### src/rtl/cdc_pkg.sv
// Shared definitions for the clk_tx-side handshake controller.
package cdc_pkg;

  // Handshake controller states.
  typedef enum logic [1:0] {
    IDLE = 2'd0,
    REQ  = 2'd1,
    REL  = 2'd2
  } hs_state_e;

  // Number of cycles a phase may wait for the acknowledge before giving up.
  function automatic int unsigned to_limit(input int unsigned w);
    return (32'd1 << w) - 32'd1;
  endfunction

endpackage

### src/rtl/rr_arbiter.sv
// Combinational round-robin picker: first request at or after ptr_i, wrapping.
module rr_arbiter #(
  parameter int N  = 4,
  parameter int IW = (N > 1) ? $clog2(N) : 1
) (
  input  logic [N-1:0]  req_i,
  input  logic [IW-1:0] ptr_i,
  output logic [N-1:0]  gnt_o,
  output logic [IW-1:0] idx_o,
  output logic          any_o
);

  // Walk the requesters starting at the pointer and keep the first hit.
  always_comb begin
    int  cand;
    logic hit;
    gnt_o = '0;
    idx_o = '0;
    any_o = 1'b0;
    cand  = 0;
    hit   = 1'b0;
    for (int k = 0; k < N; k++) begin
      cand = (int'(ptr_i) + k) % N;
      hit  = !any_o && req_i[IW'(cand)];
      gnt_o[IW'(cand)] = gnt_o[IW'(cand)] | hit;
      idx_o = hit ? IW'(cand) : idx_o;
      any_o = any_o | hit;
    end
  end

endmodule

### src/rtl/cdc_hs_arbiter.sv
// Transmit-side controller: round-robin grant, word capture and 4-phase
// req/ack sequencing toward a two-flop synchronizer, with stuck-ack timeout.
module cdc_hs_arbiter
  import cdc_pkg::*;
#(
  parameter int NUM_REQ = 4,
  parameter int DATA_W  = 8,
  parameter int TO_W    = 8
) (
  input  logic                        clk_tx,
  input  logic                        rst_n,
  input  logic [NUM_REQ-1:0]          req_valid,
  input  logic [NUM_REQ*DATA_W-1:0]   req_data,
  output logic [NUM_REQ-1:0]          req_ready,
  output logic                        xfer_req,
  output logic [DATA_W-1:0]           xfer_data,
  input  logic                        xfer_ack_sync,
  output logic [$clog2(NUM_REQ)-1:0]  grant_id,
  output logic                        busy,
  output logic                        done,
  output logic                        to_err,
  input  logic                        err_clr
);

  localparam int GID_W = $clog2(NUM_REQ);
  localparam logic [TO_W-1:0]  TO_LIMIT = TO_W'(to_limit(TO_W));
  localparam logic [GID_W-1:0] LAST_ID  = GID_W'(NUM_REQ - 1);

  hs_state_e          state_q, state_d;
  logic [GID_W-1:0]   rr_ptr_q, rr_ptr_d;
  logic [TO_W-1:0]    cnt_q, cnt_d;
  logic [TO_W-1:0]    cnt_inc;
  logic [DATA_W-1:0]  xfer_data_q, xfer_data_d;
  logic [GID_W-1:0]   grant_id_q, grant_id_d;
  logic               xfer_req_q, xfer_req_d;
  logic               busy_q, busy_d;
  logic               done_q, done_d;
  logic               to_err_q, to_err_d;
  logic               tout_q, tout_d;   // a timeout already hit this transfer
  logic               set_err;

  logic [NUM_REQ-1:0] arb_gnt;
  logic [GID_W-1:0]   arb_idx;
  logic               arb_any;
  logic [DATA_W-1:0]  win_data;

  rr_arbiter #(
    .N  (NUM_REQ),
    .IW (GID_W)
  ) u_rr_arbiter (
    .req_i (req_valid),
    .ptr_i (rr_ptr_q),
    .gnt_o (arb_gnt),
    .idx_o (arb_idx),
    .any_o (arb_any)
  );

  // One-hot AND-OR mux of the winning requester's data word.
  always_comb begin
    win_data = '0;
    for (int i = 0; i < NUM_REQ; i++) begin
      win_data = win_data | (req_data[i*DATA_W +: DATA_W] & {DATA_W{arb_gnt[i]}});
    end
  end

  // Next-state, grant, timeout and output-register computation.
  always_comb begin
    state_d     = state_q;
    rr_ptr_d    = rr_ptr_q;
    cnt_d       = cnt_q;
    xfer_data_d = xfer_data_q;
    grant_id_d  = grant_id_q;
    tout_d      = tout_q;
    done_d      = 1'b0;
    set_err     = 1'b0;
    req_ready   = '0;
    cnt_inc     = cnt_q + TO_W'(1);

    case (state_q)
      IDLE: begin
        // A still-high ack belongs to the previous transfer: hold off.
        if (arb_any && !xfer_ack_sync) begin
          req_ready   = arb_gnt;
          xfer_data_d = win_data;
          grant_id_d  = arb_idx;
          rr_ptr_d    = (arb_idx == LAST_ID) ? '0 : arb_idx + GID_W'(1);
          cnt_d       = '0;
          tout_d      = 1'b0;
          state_d     = REQ;
        end else begin
          state_d     = IDLE;
        end
      end
      REQ: begin
        if (xfer_ack_sync) begin
          cnt_d   = '0;
          state_d = REL;
        end else if (cnt_inc == TO_LIMIT) begin
          cnt_d   = '0;
          set_err = 1'b1;
          tout_d  = 1'b1;
          state_d = REL;
        end else begin
          cnt_d   = cnt_inc;
        end
      end
      REL: begin
        if (!xfer_ack_sync) begin
          done_d  = !tout_q;
          cnt_d   = '0;
          state_d = IDLE;
        end else if (cnt_inc == TO_LIMIT) begin
          set_err = 1'b1;
          cnt_d   = '0;
          state_d = IDLE;
        end else begin
          cnt_d   = cnt_inc;
        end
      end
      default: begin
        cnt_d   = '0;
        state_d = IDLE;
      end
    endcase

    // A new timeout beats a simultaneous clear.
    if (set_err) begin
      to_err_d = 1'b1;
    end else if (err_clr) begin
      to_err_d = 1'b0;
    end else begin
      to_err_d = to_err_q;
    end

    xfer_req_d = (state_d == REQ);
    busy_d     = (state_d != IDLE);
  end

  // State and output registers; reset drops xfer_req immediately.
  always_ff @(posedge clk_tx or negedge rst_n) begin
    if (!rst_n) begin
      state_q     <= IDLE;
      rr_ptr_q    <= '0;
      cnt_q       <= '0;
      xfer_data_q <= '0;
      grant_id_q  <= '0;
      xfer_req_q  <= 1'b0;
      busy_q      <= 1'b0;
      done_q      <= 1'b0;
      to_err_q    <= 1'b0;
      tout_q      <= 1'b0;
    end else begin
      state_q     <= state_d;
      rr_ptr_q    <= rr_ptr_d;
      cnt_q       <= cnt_d;
      xfer_data_q <= xfer_data_d;
      grant_id_q  <= grant_id_d;
      xfer_req_q  <= xfer_req_d;
      busy_q      <= busy_d;
      done_q      <= done_d;
      to_err_q    <= to_err_d;
      tout_q      <= tout_d;
    end
  end

  assign xfer_req  = xfer_req_q;
  assign xfer_data = xfer_data_q;
  assign grant_id  = grant_id_q;
  assign busy      = busy_q;
  assign done      = done_q;
  assign to_err    = to_err_q;

endmodule

### config.mk
export PLATFORM = sky130hd
export DESIGN_NAME = cdc_hs_arbiter
export DESIGN_NICKNAME = d
export VERILOG_FILES = /design/src/rtl/cdc_pkg.sv /design/src/rtl/rr_arbiter.sv /design/src/rtl/cdc_hs_arbiter.sv
export SDC_FILE = /design/constraint.sdc
export NUM_CORES = 1
export LEC_CHECK = 0
export CAP_MARGIN = 20
export CORE_MARGIN = 2
export CORE_UTILIZATION = 57
export CTS_CLUSTER_DIAMETER = 80
export DETAILED_ROUTE_END_ITERATION = 16
export GPL_TIMING_DRIVEN = 0
export PLACE_DENSITY = 0.95
export SLEW_MARGIN = 10
export SYNTH_ARGS = -nofsm -noshare
export SYNTH_HDL_FRONTEND = slang
export SYNTH_SLANG_ARGS = --single-unit
### constraint.sdc
create_clock -name clk_tx -period 9.18 [get_ports clk_tx]
set_input_delay 1.836 -clock clk_tx [delete_from_list [all_inputs] [get_ports clk_tx]]
set_output_delay 1.836 -clock clk_tx [all_outputs]
set_load 0.02 [all_outputs]
==> results of run 1 <==
[power by group]
part | switching (W) | internal [W] | leakage (nW)
registers | 0.0000288 | 0.000157 | 0.340
clock network | 0.0000380 | 0.0000305 | 0.0255
logic | 0.000639 | 0.000377 | 0.976
total | 0.000706 | 0.000564 | 1.34
[layer usage]
| metal | vias up | global-route usage [%] | share of wire [%] |
|---|---|---|---|
| met3 | 34 | 3.17 | 8.4 |
| li1 | 1435 | - | - |
| met2 | 221 | 51.9 | 49 |
| met4 | 0 | 10.1 | 3.0 |
| met1 | 1538 | 42.4 | 39 |
| met5 | - | 0 | 0 |
[cells in the mapped netlist (2+ instances only)]
library cell	n
a41oi_1	7
xor2_1	3
a2111oi_4	2
nand2_1	41
a211oi_1	4
nand3b_1	2
mux2_1	2
nor2_1	31
nor2b_1	13
nor3b_1	2
and2_1	2
mux2i_1	4
o211ai_1	5
buf_1	2
nor3_1	8
nor4_1	2
nand2b_1	15
a2111oi_2	2
nand3_1	11
o21ai_0	42
a221o_1	8
o221ai_2	2
o21ai_4	2
o2111ai_1	4
a22o_1	8
ha_1	12
mux4_2	4
dfrtp_1	27
or3_1	2
buf_2	6
buf_6	3
o21ai_1	2
nor2_2	3
xnor2_1	2
inv_1	10
a21oi_1	11
a211oi_2	2
clkbuf_1	10
[logic make-up (layout without fill, tap and decap cells)]
group           after synthesis  in the layout  synth area share (%)
xor+xnor                      5              5                  1.51
buf+inv                      32             94                  5.18
mux                          11             11                  5.65
simple gates                142            142                  25.2
compound gates              122            122                  34.0
fa+ha+maj                    12             12                  5.18
flops                        27             27                  23.3
[worst min path at each step]
stage | from | end | slack (ns) | depth (start not counted)
2_1_floorplan | tout_q$_DFFE_PN0P_ | done$_DFF_PN0_ | 0.42 | 1
3_3_place_gp | tout_q$_DFFE_PN0P_ | done$_DFF_PN0_ | 0.44 | 1
3_5_place_dp | tout_q$_DFFE_PN0P_ | done$_DFF_PN0_ | 0.45 | 1
4_1_cts | tout_q$_DFFE_PN0P_ | done$_DFF_PN0_ | 0.46 | 1
5_1_grt | tout_q$_DFFE_PN0P_ | done$_DFF_PN0_ | 0.49 | 1
6_report | tout_q$_DFFE_PN0P_ | done$_DFF_PN0_ | 0.46 | 1
[placed cells by master (no fill, tap or decap), drive strengths merged, types with 3 or more instances in the layout]
| cell | instances |
|---|---|
| a2111oi | 4 |
| a211oi | 7 |
| a21oi | 12 |
| a221o | 8 |
| a22o | 8 |
| a41oi | 7 |
| and2 | 3 |
| buf | 12 |
| clkbuf | 13 |
| clkdlybuf4s50 | 57 |
| dfrtp | 27 |
| ha | 12 |
| inv | 11 |
| mux2 | 3 |
| mux2i | 4 |
| mux4 | 4 |
| nand2 | 41 |
| nand2b | 16 |
| nand3 | 12 |
| nor2 | 34 |
| nor2b | 13 |
| nor3 | 9 |
| nor4 | 3 |
| o2111ai | 4 |
| o211ai | 6 |
| o21ai | 46 |
| o221ai | 3 |
| xor2 | 3 |
[flip-flops by register name, indices dropped and copies added (netlist names)]
signal and count:
grant_id 2, done 1, state_q 2, to_err 1, busy 1, rr_ptr_q 2, xfer_req 1, xfer_data 8
tout_q 1, cnt_q 8
[cell type report]
class	count	area [um2]	share of cell area (%)
Timing Repair Buffer	58	598	16.5
Multi-Input combinational cell	292	2070	57.2
Clock buffer	3	41.3	1.14
Tap cell	67	83.8	2.31
Sequential cell	27	676	18.6
Clock inverter	1	5.00	0.138
Inverter	11	41.3	1.14
Buffer	21	109	3.00
[through the flow]
step	total power, W	worst slack (ns)
6_report	0.00127	2.08
5_1_grt	0.00135	1.87
4_1_cts	0.00124	2.17
3_5_place_dp	0.00117	2.17
3_3_place_gp	0.00113	2.26
2_1_floorplan	0.000895	3.28
==> run_results.csv, run 1 <==
group,metric,value,unit
final_layout,area_growth,25.1,%
route,vias,3228,
floorplanning,ios,58,
floorplanning,fp.dieW,75.3,um
worst_setup_path,cp-start-kind,"input pin",
synth,syn-num-nets,403,
worst_setup_path,crit_start,"req_valid[0]",
power_and_ir_drop,leakage,1.34,nW
place,place_area,0.00358,mm2
final_layout,final_core_util,75.3,%
clocking,insertion_delay,0.27,ns
place,portBuffers,57,
synth,synthesis.area,0.00290,mm2
timing,max_freq,0.141,GHz
timing,setup_violations,0,
final_layout,diodes,0,
worst_setup_path,cp_common_cell,"clkdlybuf4s50_1",
power_and_ir_drop,power.density,350,mW/mm2
timing,hold_ws,0.456,ns
route,drc,0,
clocking,clkSlewWorstSetupHoldPaths,0.09,ns
synth,yosys_most_used_dff,"dfrtp_1",
synth,ys_types,71,
final_layout,final_cell_area,0.00363,mm2
synth,ys_seq_elements,27,
grt,antenna_found_initial,0,
final_layout,stdcell_count,480,
route,viasPerCell,6.73,
grt,grt_pass1_wl,13700,um
synth,yosysSeqAreaShare,23.3,%
synth,synth_top_area_share,23.3,%
clocking,cts_max_level,1,
flow_run,maxCapViolCount,0,
grt,grt_max_degree,18,
outcome,status,"complete, no violations",
timing,finClkSkew,0.00282,ns
worst_setup_path,cp_num_buf_inv,3,
clocking,postCtsResizedCells,0,
worst_setup_path,cp_data_required_time,7.34,ns
timing,setup_tns,0,ns
synth,syn_inst,351,
worst_setup_path,critPathMaxStageDelay,0.68,ns
floorplanning,core,0.00482,mm2
clocking,cts_tree,"done",
clocking,post_cts_buffers,0,
final_layout,nets,466,
floorplanning,initial_utilization,60.2,%
worst_setup_path,r2r_setup_slack,5.22,ns
worst_setup_path,path_class,"in -> out",
place,gp_congestion,0.938,
worst_setup_path,crit_end,"req_ready[1]",
route,wl_per_cell,18.3,um
timing,fin_crit,7.10,ns
timing,period_share,77.4,%
place,place_inst,476,
clocking,cts_num_sinks,27,
floorplanning,die_h,75.3,um
timing,slew_headroom,60.5,%
floorplanning,rows,25,
route,antenna_left,0,
clocking,ctsHoldBuffers,0,
synth,synth.largest_area_cell,"dfrtp_1",
clocking,cts-root-buf,"clkbuf_8",
synth,synth_edf_count,0,
route,drtIter0Drc,387,
route,wl,8800,um
grt,grtUsageTotal,31.1,%
hold_path,hold_class,"reg -> reg",
worst_setup_path,arrival,5.27,ns
worst_setup_path,worstPathCellList,"clkdlybuf4s50_1 -> buf_2 -> nand2b_1 -> mux4_2 -> a21oi_2 -> nor2_1 -> a21oi_1 -> o2111ai_1 -> nor2_2 -> clkdlybuf4s50_1",
worst_setup_path,reg2reg_from,"rr_ptr_q[0]$_DFFE_PN0P_",
worst_setup_path,slowest_stage,"clkdlybuf4s50_1",
grt,gr-total-overflow,0,
clocking,clockBufferDepth,2,
route,drtPass1Iterations,5,
grt,first_global_vias,2820,
worst_setup_path,cp_top_family,"buffers and inverters",
synth,synth.area.top_cells,"dfrtp_1 23%, o21ai_0 7.2%, nand2_1 5.3%",
floorplanning,fp.dieArea,0.00567,mm2
worst_setup_path,r2r_end,"xfer_data[0]$_DFFE_PN0P_",
final_layout,drive_gt1_share,10.7,%
timing,slew_violations,0,
power_and_ir_drop,ir_drop,0.220,mV
final_layout,n_fill_cell,332,
clocking,cts_buffers,3,
worst_setup_path,cp.depth,10,
synth,async_flop_share,100,%
timing,tightest_slew,0.587,ns
place,post-dp-hpwl,6820,um
worst_setup_path,end_kind,"primary output",
worst_setup_path,crit_fanout,10,
synth,synth_area_per_cell,8.26,um2
timing,rsz0062_at_grt,"no",
synth,yosysWarnings,0,
timing,final_hold_viol_count,0,
worst_setup_path,reg2reg_depth,13,
No activity file was read; power rests on OpenSTA's default activity.
==> run 2: changes to the inputs <==
CORE_UTILIZATION = 53   (was 57)
PLACE_DENSITY = 0.91   (was 0.95)
clock period = 7.3 ns   (was 9.18 ns; I/O delays follow)
==> run_results.csv, run 2 (synthesis results as in run 1) <==
group,metric,value,unit
final_layout,area_growth,24.8,%
timing,rsz0062_at_grt,"no",
route,drtIter0Drc,323,
route,antenna_left,0,
route,wl_per_cell,18.1,um
timing,tightest_slew,0.617,ns
clocking,postCtsResizedCells,0,
floorplanning,ios,58,
route,vias,3107,
final_layout,layout_commonest_cell,"clkdlybuf4s50_1",
final_layout,final_cell_area,0.00362,mm2
clocking,cts_buffers,3,
timing,slew_violations,0,
timing,setup_tns,0,ns
place,post-dp-hpwl,6810,um
grt,first_global_vias,2882,
worst_setup_path,reg2reg_from,"rr_ptr_q[0]$_DFFE_PN0P_",
grt,grt_pass1_wl,14100,um
timing,period_share,87.2,%
floorplanning,die_h,78.0,um
timing,fin_crit,6.36,ns
worst_setup_path,cp-start-kind,"input pin",
clocking,clkSlewWorstSetupHoldPaths,0.09,ns
route,viasPerCell,6.43,
route,drtPass1Iterations,5,
flow_run,maxCapViolCount,0,
route,wl,8750,um
worst_setup_path,end_kind,"primary output",
place,portBuffers,57,
grt,grt_max_degree,17,
worst_setup_path,arrival,4.90,ns
clocking,cts_num_sinks,27,
power_and_ir_drop,power.density,435,mW/mm2
worst_setup_path,cp_num_buf_inv,3,
clocking,cts-root-buf,"clkbuf_8",
final_layout,diodes,0,
hold_path,min_to,"done$_DFF_PN0_",
worst_setup_path,reg2reg_depth,14,
final_layout,final_cell_mix,"57 x clkdlybuf4s50_1, 42 x o21ai_0, 41 x nand2_1",
grt,grtUsageTotal,28.6,%
worst_setup_path,r2r_setup_slack,3.43,ns
worst_setup_path,path_class,"in -> out",
clocking,insertion_delay,0.27,ns
worst_setup_path,slowest_stage,"clkdlybuf4s50_1",
floorplanning,fp.dieArea,0.00608,mm2
power_and_ir_drop,leakage,1.34,nW
timing,hold_ws,0.474,ns
timing,max_freq,0.157,GHz
hold_path,hold_start,"tout_q$_DFFE_PN0P_",
floorplanning,initial_utilization,55.7,%
worst_setup_path,cp_common_cell,"clkdlybuf4s50_1",
final_layout,nets,466,
floorplanning,rows,26,
hold_path,min_path_cells,1,
floorplanning,fp.dieW,78.0,um
timing,setup_violations,0,
floorplanning,core,0.00520,mm2
clocking,cts_max_level,1,
worst_setup_path,cp_top_family,"buffers and inverters",
timing,finClkSkew,0.00828,ns
grt,gr-total-overflow,0,
worst_setup_path,critPathMaxStageDelay,0.65,ns
worst_setup_path,worstPathCellList,"clkdlybuf4s50_1 -> buf_2 -> nand2b_1 -> mux4_2 -> a21oi_2 -> o41ai_2 -> a2111oi_4 -> o31ai_1 -> o32ai_1 -> clkdlybuf4s50_1",
clocking,post_cts_buffers,0,
worst_setup_path,crit_fanout,10,
outcome,status,"complete, no violations",
power_and_ir_drop,ir_drop,0.276,mV
clocking,cts_tree,"done",
place,gp_congestion,0.954,
final_layout,drive_gt1_share,10.7,%
clocking,ctsHoldBuffers,0,
hold_path,hold_class,"reg -> reg",
timing,final_hold_viol_count,0,
route,drc,0,
place,place_area,0.00357,mm2
clocking,clockBufferDepth,2,
worst_setup_path,cp_data_required_time,5.84,ns
grt,antenna_found_initial,0,
timing,slew_headroom,58.8,%
worst_setup_path,r2r_end,"xfer_data[1]$_DFFE_PN0P_",
run 2: layout make-up:
cell class	instances	area (um2)
plain buffers	21	109
clock buffers	3	41.3
clock inverters	1	5.00
fillers	418	1590
inverters	11	41.3
multi-input cells	292	2070
flip-flops and latches	27	676
well taps	70	87.6
repair buffers	58	586
run 2: worst max path at each step:
stage	startpoint	endpoint	slack (ns)	depth (start not counted)
6_report	req_valid[0]	req_ready[2]	0.94	10
2_1_floorplan	req_valid[2]	req_ready[0]	2.15	8
3_3_place_gp	req_valid[1]	req_ready[0]	1.10	10
5_1_grt	req_valid[0]	req_ready[2]	0.78	10
4_1_cts	req_valid[0]	req_ready[2]	1.00	10
3_5_place_dp	req_valid[0]	req_ready[2]	1.02	10
run 2: report_power, final:
group,internal [W],switching [W]
Clock,0.0000382,0.0000463
Combinational,0.000471,0.000785
Sequential,0.000197,0.0000371
Total,0.000706,0.000869
run 2: layer usage:
| metal | vias to the layer above | wire, um | GRT usage (%) |
|---|---|---|---|
| li1 | 1440 | - | - |
| met1 | 1472 | 3550 | 37.9 |
| met2 | 177 | 4310 | 49.3 |
| met3 | 18 | 730 | 2.91 |
| met4 | 0 | 148 | 8.60 |
| met5 | - | 0 | 0 |
run 2: metrics by stage:
| stage | utilization [%] | setup slack [ns] | cells | power, W |
|---|---|---|---|---|
| after floorplan | - | 2.15 | 351 | 0.00113 |
| after global routing | 69.5 | 0.783 | 483 | 0.00168 |
| final | 69.5 | 0.938 | 483 | 0.00158 |
| after global placement | 68.4 | 1.10 | 478 | 0.00142 |
| after CTS | 69.5 | 1.00 | 483 | 0.00155 |
| after detailed placement | 68.7 | 1.02 | 479 | 0.00146 |
